==> src/rtl/adder_share_arbiter.sv <==
// Round-robin arbiter sharing one adder among NREQ requesters, with a one-entry tagged result register.
// Optional feature: define ADDER_SHARE_SUB_EN to add a per-requester subtract select (req_sub).
module adder_share_arbiter #(
  parameter int NREQ  = 4,
  parameter int WIDTH = 32,
  parameter int IDW   = 2
) (
  input  logic                  clk,
  input  logic                  rst,
  input  logic [NREQ-1:0]       req_valid,
  input  logic [NREQ*WIDTH-1:0] req_a,
  input  logic [NREQ*WIDTH-1:0] req_b,
`ifdef ADDER_SHARE_SUB_EN
  input  logic [NREQ-1:0]       req_sub,
`endif
  output logic [NREQ-1:0]       req_ready,
  output logic                  rsp_valid,
  input  logic                  rsp_ready,
  output logic [IDW-1:0]        rsp_id,
  output logic [WIDTH-1:0]      rsp_sum,
  output logic                  rsp_carry
);

  typedef enum logic {S_EMPTY, S_FULL} state_t;

  state_t           r_state;
  state_t           w_state_nxt;
  logic [IDW-1:0]   r_ptr;
  logic [IDW-1:0]   w_grant;
  logic [2*NREQ-1:0] w_rot;
  logic             w_accept;
  logic [WIDTH-1:0] w_a;
  logic [WIDTH-1:0] w_b;
  logic             w_cin;
  logic [WIDTH:0]   w_full;

  // Rotate the request vector so bit 0 is the requester at the pointer.
  assign w_rot = {req_valid, req_valid} >> r_ptr;

  // NOTE: every combinational output gets a default before any conditional
  // assignment, so no path leaves it unassigned and no latch is inferred.
  always_comb begin
    w_grant = '0;
    for (int k = NREQ - 1; k >= 0; k--) begin
      if (w_rot[k]) w_grant = IDW'((int'(r_ptr) + k) % NREQ);
    end
  end

  always_comb begin
    w_accept    = !rst && (r_state == S_EMPTY || rsp_ready) && |req_valid;
    w_state_nxt = r_state;
    req_ready   = '0;
    req_ready[w_grant] = w_accept;
    if (w_accept)                              w_state_nxt = S_FULL;
    else if (r_state == S_FULL && rsp_ready)   w_state_nxt = S_EMPTY;
  end

  assign w_a = req_a[int'(w_grant)*WIDTH +: WIDTH];
`ifdef ADDER_SHARE_SUB_EN
  // Subtraction as A + ~B + 1 keeps one adder; carry out becomes not-borrow.
  assign w_cin = req_sub[w_grant];
  assign w_b   = w_cin ? ~req_b[int'(w_grant)*WIDTH +: WIDTH] : req_b[int'(w_grant)*WIDTH +: WIDTH];
`else
  assign w_cin = 1'b0;
  assign w_b   = req_b[int'(w_grant)*WIDTH +: WIDTH];
`endif
  assign w_full = {1'b0, w_a} + {1'b0, w_b} + {{WIDTH{1'b0}}, w_cin};

  // NOTE: state uses non-blocking assignments so every register samples
  // pre-edge values regardless of statement order.
  always_ff @(posedge clk) begin
    if (rst) begin
      r_state   <= S_EMPTY;
      r_ptr     <= '0;
      rsp_id    <= '0;
      rsp_sum   <= '0;
      rsp_carry <= 1'b0;
    end else begin
      r_state <= w_state_nxt;
      if (w_accept) begin
        rsp_sum   <= w_full[WIDTH-1:0];
        rsp_carry <= w_full[WIDTH];
        rsp_id    <= w_grant;
        r_ptr     <= IDW'((int'(w_grant) + 1) % NREQ);
      end
    end
  end

  assign rsp_valid = (r_state == S_FULL);

endmodule

==> config.mk <==
export PLATFORM = sky130hd
export DESIGN_NAME = adder_share_arbiter
export DESIGN_NICKNAME = d
export VERILOG_FILES = /design/src/rtl/adder_share_arbiter.sv
export SDC_FILE = /design/constraint.sdc
export NUM_CORES = 1
export LEC_CHECK = 0
export CORE_MARGIN = 5
export CORE_UTILIZATION = 42
export CTS_CLUSTER_SIZE = 30
export DETAILED_ROUTE_END_ITERATION = 10
export GPL_TIMING_DRIVEN = 0
export MAX_ROUTING_LAYER = met4
export PLACE_DENSITY_LB_ADDON = 0.3
export RECOVER_POWER = 25
export SYNTH_ARGS = -nofsm -noshare
export SYNTH_HDL_FRONTEND = slang
export SYNTH_SLANG_ARGS = --single-unit
==> constraint.sdc <==
create_clock -name clk -period 8.45 [get_ports clk]
set_input_delay 1.69 -clock clk [delete_from_list [all_inputs] [get_ports clk]]
set_output_delay 1.69 -clock clk [all_outputs]
set_load 0.02 [all_outputs]
==> results of run 1 <==
==> layout make-up <==
cell class / count / share of cell area, %
well taps: 147 / 2.18
clock buffers: 6 / 1.65
inverters: 18 / 0.801
clock inverters: 1 / 0.356
flip-flops and latches: 38 / 9.02
repair buffers: 301 / 35.7
plain buffers: 60 / 2.67
multi-input cells: 731 / 47.6
==> state kept, by name, indices dropped and copies added (netlist names) <==
register / cells
r_ptr: 2
rsp_sum: 32
rsp_id: 2
rsp_carry: 1
rsp_valid: 1
==> cell families (layout without fill, tap and decap cells) <==
logic type / Yosys count / in the layout / synth area share (%)
muxes: 1 / 1 / 0.198
AOI/OAI and AO/OA: 205 / 205 / 26.1
buffers and inverters: 78 / 386 / 5.78
adders and majority gates: 37 / 37 / 9.29
xor gates and xnor gates: 17 / 17 / 2.94
DFF: 38 / 38 / 15.0
and+or+nand+nor: 471 / 471 / 40.7
==> worst max-delay path: cells and delay by family <==
kind	cells	cell delay, ns
AOI/OAI and AO/OA	8	2.40
buffers and inverters	5	1.60
adders and majority gates	1	0.35
and+or+nand+nor	5	0.85
==> stage by stage <==
step	utilization (%)	worst slack [ns]
floorplan	-	2.92
global placement	69.4	1.60
detailed placement	69.4	1.51
CTS	70.8	1.80
global route	70.8	1.25
finish	70.8	1.74
==> metal layers <==
layer / wire [um] / share of wire [%] / vias up / global-route usage (%)
met3: 2100 / 8.4 / 31 / 6.08
met2: 11600 / 47 / 356 / 55.2
met1: 10600 / 43 / 3312 / 44.0
met4: 597 / 2.4 / 0 / 8.45
li1: - / - / 3564 / -
met5: 0 / 0 / - / -
==> power breakdown <==
group	leakage, nW	total, mW	internal [mW]	switching (mW)
sequential	0.315	0.295	0.254	0.0407
combinational	3.25	1.56	0.669	0.896
clock	0.0829	0.217	0.146	0.0718
==> placed cells by master, fill, tap and decap left out, types with 5 or more instances in the layout <==
cell and count:
o21bai_1 5, a21o_1 9, nand2b_1 5, nor2_1 24, dlygate4sd3_1 19, nand3_1 10
o21ai_0 27, a31oi_1 70, o211ai_1 5, ha_1 36, clkbuf_1 58, nand2_1 324
dfxtp_1 38, and3_1 75, clkbuf_16 5, inv_1 17, a211oi_1 5, xnor2_1 15
clkdlybuf4s50_1 282, a21oi_1 56, nor3_1 9
==> worst max path at each step <==
| stage | startpoint | endpoint | slack [ns] |
|---|---|---|---|
| 2_1_floorplan | req_valid[0] | rsp_sum[28] | 2.92 |
| 3_3_place_gp | req_valid[1] | rsp_sum[28] | 1.60 |
| 3_5_place_dp | req_valid[1] | rsp_sum[29] | 1.51 |
| 4_1_cts | req_valid[0] | rsp_sum[29] | 1.80 |
| 5_1_grt | req_valid[1] | rsp_sum[29] | 1.25 |
| 6_report | req_valid[1] | rsp_sum[29] | 1.74 |
==> impl_metrics.yaml, run 1 <==
setup_path:
  worst_ep_required_time_ns: 8.63
  reg2regPathDepth: 18
  max_stage_delay_ns: 0.55
  r2r-start: "r_ptr[0]"
  cp_data_arrival_time_ns: 6.89
  worstSetupPathType: "in2reg"
  crit_chain: "clkdlybuf4s50_1 -> inv_1 -> a21oi_1 -> nor2_1 -> a211o_1 -> clkinv_1 -> clkbuf_1 -> clkbuf_1 -> nand2_1 -> a31oi_1 -> ha_1 -> and3_1 -> a221o_1 -> a21oi_1 -> o31ai_1 -> a221oi_1 -> nor4_1 -> or2_2 -> o311ai_0"
  cp_max_fo: 10
  worst-r2r-setup-slack_ns: 3.31
  crit_path_end_kind: "flop"
  cpMaxStageDelayCell: "clkdlybuf4s50_1"
  critPathLaunchType: "input port"
  r2r_end: "rsp_sum[29]"
timing:
  slew_violations: 0
  min_period_ns: 6.71
  tns_ns: 0
  finClkSkew_ns: 0.00307
  holdWs_ns: 0.445
  fin_crit_sh_pct: 79.4
  setup_viol: 0
  slew_headroom_pct: 48.1
  finalHoldViolCount: 0
  rsz0062_at_grt: "no"
  worst_pin_slew_ns: 0.771
  fmax_mhz: 149
placed_design:
  gp_congestion: 1.00
  dp.cells: 1295
  place_area_sq_mm: 0.00826
  numPortBuffers: 301
  dpl.hpwl_mm: 21.2
drt:
  drt_first_iter_violations: 711
  avgRoutedWirePerCell_um: 19.2
  drtPass1Iterations: 5
  drc: 0
  wirelength_mm: 25.0
  ant_nets: 0
  vias: 7263
  post_drt_via_cell_ratio: 5.58
finish:
  regArea_sq_um: 761
  multi_input_area_sq_mm: 0.00401
  drive_gt1_share_pct: 1.21
  areaGrowthSynthToFinish_pct: 66.5
  diodes: 0
  fin_nets: 1455
  final_cell_count_no_fill: 1302
  final_area_sq_mm: 0.00843
  n_fill_cell: 1101
logic_synthesis:
  ys_seq_elements: 38
  syn_avg_cell_area_sq_um: 5.98
  synthTopCellsByCount: "nand2_1 (324), and3_1 (75), a31oi_1 (70)"
  yosys-top-cells-area: "nand2_1 (24%), dfxtp_1 (15%), and3_1 (9.3%), ha_1 (8.9%), a31oi_1 (8.6%)"
  netlist_instances: 847
  synth_top_area_share_pct: 24.0
  synthFlopType: "dfxtp_1"
  synth_top_area_cell: "nand2_1"
  yosysMostFrequentCell: "nand2_1"
  synth_cell_types: 51
  yosysWarnings: 0
  synth.net_count: 1147
  yosysSeqAreaShare_pct: 15.0
  synth_area_sq_mm: 0.00506
  synth-edff-count: 0
  async_reset_ff_share_pct: 0
global_routing:
  gr-total-overflow: 0
  grt_max_degree: 12
  grt_pass1_vias: 6779
  grt_pass1_wl_mm: 37.3
  grtUsageTotal_pct: 34.0
  antenna_found_initial: 0
hold_path:
  min_to: "rsp_sum[10]"
  hold_path_depth: 2
  hold_class: "reg2reg"
  min_from: "rsp_sum[10]"
cts:
  holdBufCountCts: 0
  cts_setup_buffers: 0
  root_buffer: "clkbuf_16"
  cts_tree: "done"
  cts.clk_slew.worst_paths_ns: 0.05
  cts_buffers: 5
  clockBufferDepth: 2
  htreeDepth: 2
  post_cts_resized: 0
  cts_sinks: 38
  clk_latency_ns: 0.29
pwr:
  p_per_area_mw_per_mm2: 246
  static-leakage-power_nw: 3.64
  power.total_mw: 2.08
  vdd_drop_max_v: 0.000112
die:
  die_y_um: 120
  start_util_pct: 42.5
  rows: 40
  die_x_um: 120
  die_area_sq_mm: 0.0144
  top_level_ports: 303
  core_sq_mm: 0.0119
outcome:
  status: "finished clean"
flow_run:
  max_cap_violations: 0
No activity file was read; power rests on OpenSTA's default activity.
==> run 2: changes to the inputs <==
- CORE_UTILIZATION: 42 -> 39
- clock period: 8.45 -> 6.2 ns (I/O delays scaled with it)
==> impl_metrics.yaml, run 2 (synthesis gave the netlist of run 1 again) <==
pwr:
  switching_share_pct: 47.9
  p_seq_share_pct: 14.2
  p_per_area_mw_per_mm2: 338
  power_frac_clock_pct: 11.6
  power.total_mw: 2.88
  static-leakage-power_nw: 3.69
  vdd_drop_max_v: 0.000176
  power.internal_mw: 1.50
  switchingPower_mw: 1.38
  pwr-share-comb_pct: 74.2
cts:
  cts_setup_buffers: 0
  clk_latency_ns: 0.28
  holdBufCountCts: 0
  clockBufferDepth: 2
  cts.clk_slew.worst_paths_ns: 0.06
  cts_tree: "done"
  cts_sinks: 38
  cts_buffers: 5
  htreeDepth: 2
  root_buffer: "clkbuf_16"
finish:
  n_fill_cell: 1171
  fin_nets: 1455
  diodes: 0
  areaGrowthSynthToFinish_pct: 68.0
  largest_register: "rsp_sum"
  reg_top3: "rsp_sum (32), r_ptr (2), rsp_id (2)"
  drive_gt1_share_pct: 2.34
  largest_register_ffs: 32
  layout.cells.most_common_list: "nand2_1 (324), clkdlybuf4s50_1 (282), and3_1 (75), a31oi_1 (70), a21oi_1 (56)"
  final_cell_count_no_fill: 1328
  final_common_cell: "nand2_1"
timing:
  finClkSkew_ns: 0.00429
  slew_violations: 0
  finalHoldViolCount: 0
  fin_crit_sh_pct: 95.0
  min_period_ns: 5.89
  setup_viol: 0
  worst_pin_slew_ns: 0.699
  slew_headroom_pct: 53.4
  fmax_mhz: 170
hold_path:
  hold_class: "reg2reg"
  hold_path_depth: 2
  min_to: "rsp_sum[19]"
  min_from: "rsp_sum[19]"
outcome:
  status: "finished clean"
placed_design:
  gp_congestion: 0.996
  numPortBuffers: 301
  dpl.hpwl_mm: 21.0
  dp.cells: 1320
die:
  start_util_pct: 40.0
  top_level_ports: 303
  rows: 41
  core_sq_mm: 0.0127
  die_x_um: 124
  die_area_sq_mm: 0.0154
  die_y_um: 124
setup_path:
  critPathLaunchType: "input port"
  r2r-start: "r_ptr[1]"
  worstSetupPathType: "in2reg"
  r2r_end: "rsp_sum[28]"
  max_stage_delay_ns: 0.47
  worst_ep_required_time_ns: 6.38
  worst-r2r-setup-slack_ns: 1.40
  reg2regPathDepth: 17
  cpMaxStageDelayCell: "clkbuf_1"
  crit_chain: "clkdlybuf4s50_1 -> inv_1 -> nand2_1 -> a21oi_1 -> o22ai_2 -> inv_1 -> clkbuf_1 -> clkbuf_1 -> a31oi_1 -> ha_1 -> and3_1 -> a221o_1 -> a221oi_4 -> o211ai_2 -> a221oi_4 -> o21ai_2 -> a31o_1 -> a221o_1"
  crit_path_end_kind: "flop"
  cp_data_arrival_time_ns: 6.07
  cp_max_fo: 10
global_routing:
  grt_pass1_wl_mm: 36.2
  gr-total-overflow: 0
  grt_pass1_vias: 6751
  grtUsageTotal_pct: 31.5
  antenna_found_initial: 0
  grt_max_degree: 14
drt:
  vias: 7188
  drtPass1Iterations: 6
  drt_first_iter_violations: 649
  wirelength_mm: 24.8
  avgRoutedWirePerCell_um: 18.7
  ant_nets: 0
  post_drt_via_cell_ratio: 5.41
  drc: 0
flow_run:
  max_cap_violations: 0
[run 2: layout make-up]
cell class	instances	area (sq um)	share of cell area, %
inverters	18	67.6	0.794
clock buffers	5	125	1.47
clock inverters	3	68.8	0.809
plain buffers	60	238	2.79
well taps	172	215	2.53
repair buffers	301	3010	35.4
multi-input cells	731	4020	47.3
flip-flops and latches	38	761	8.94
[run 2: worst max-delay path by stage]
| stage | startpoint | to | cells after the start |
|---|---|---|---|
| floorplan | req_valid[0] | rsp_sum[28] | 19 |
| global placement | req_valid[1] | rsp_sum[28] | 19 |
| detailed placement | req_valid[1] | rsp_sum[28] | 19 |
| CTS | req_valid[1] | rsp_sum[28] | 19 |
| global route | req_valid[0] | rsp_sum[28] | 21 |
| finish | req_valid[1] | rsp_sum[28] | 18 |
[run 2: power groups by stage]
stage	Sequential, mW	Combinational (mW)	Clock [mW]
after floorplan	0.517	1.23	0
after global placement	0.411	2.09	0
after detailed placement	0.411	2.10	0
after CTS	0.409	2.12	0.335
after global routing	0.418	2.33	0.345
final	0.408	2.14	0.334
[run 2: per-layer routing]
metal / part of all wire, % / GRT usage [%] / vias to the layer above
met2: 47 / 50.0 / 330
met3: 8.2 / 5.00 / 51
met5: 0 / - / -
met4: 2.6 / 9.38 / 0
li1: - / - / 3563
met1: 42 / 41.4 / 3244
[run 2: worst max-delay path: cells and delay by family]
kind	cells	cell delay [ns]
compound gates	10	2.57
buf+inv	5	1.53
fa+ha+maj	1	0.41
simple gates	2	0.29
[run 2: repair_timing]
item,4_1_cts,5_1_grt
endpoints found under the hold margin,0,0
setup endpoints to repair,0,10
gates resized for setup,0,22
[run 2: stage by stage]
| step | hold WS, ns | util (%) | cell area [sq um] | TNS [ns] | setup WS, ns |
|---|---|---|---|---|---|
| after global routing | 0.463 | 67.2 | 8510 | -0.00924 | -0.00924 |
| after floorplan | 0.476 | - | 5060 | 0 | 1.12 |
| after CTS | 0.451 | 67.0 | 8490 | 0 | 0.0718 |
| final | 0.448 | 67.2 | 8510 | 0 | 0.310 |
| after detailed placement | 0.443 | 65.4 | 8290 | -0.551 | -0.214 |
| after global placement | 0.439 | 65.4 | 8290 | -0.488 | -0.217 |
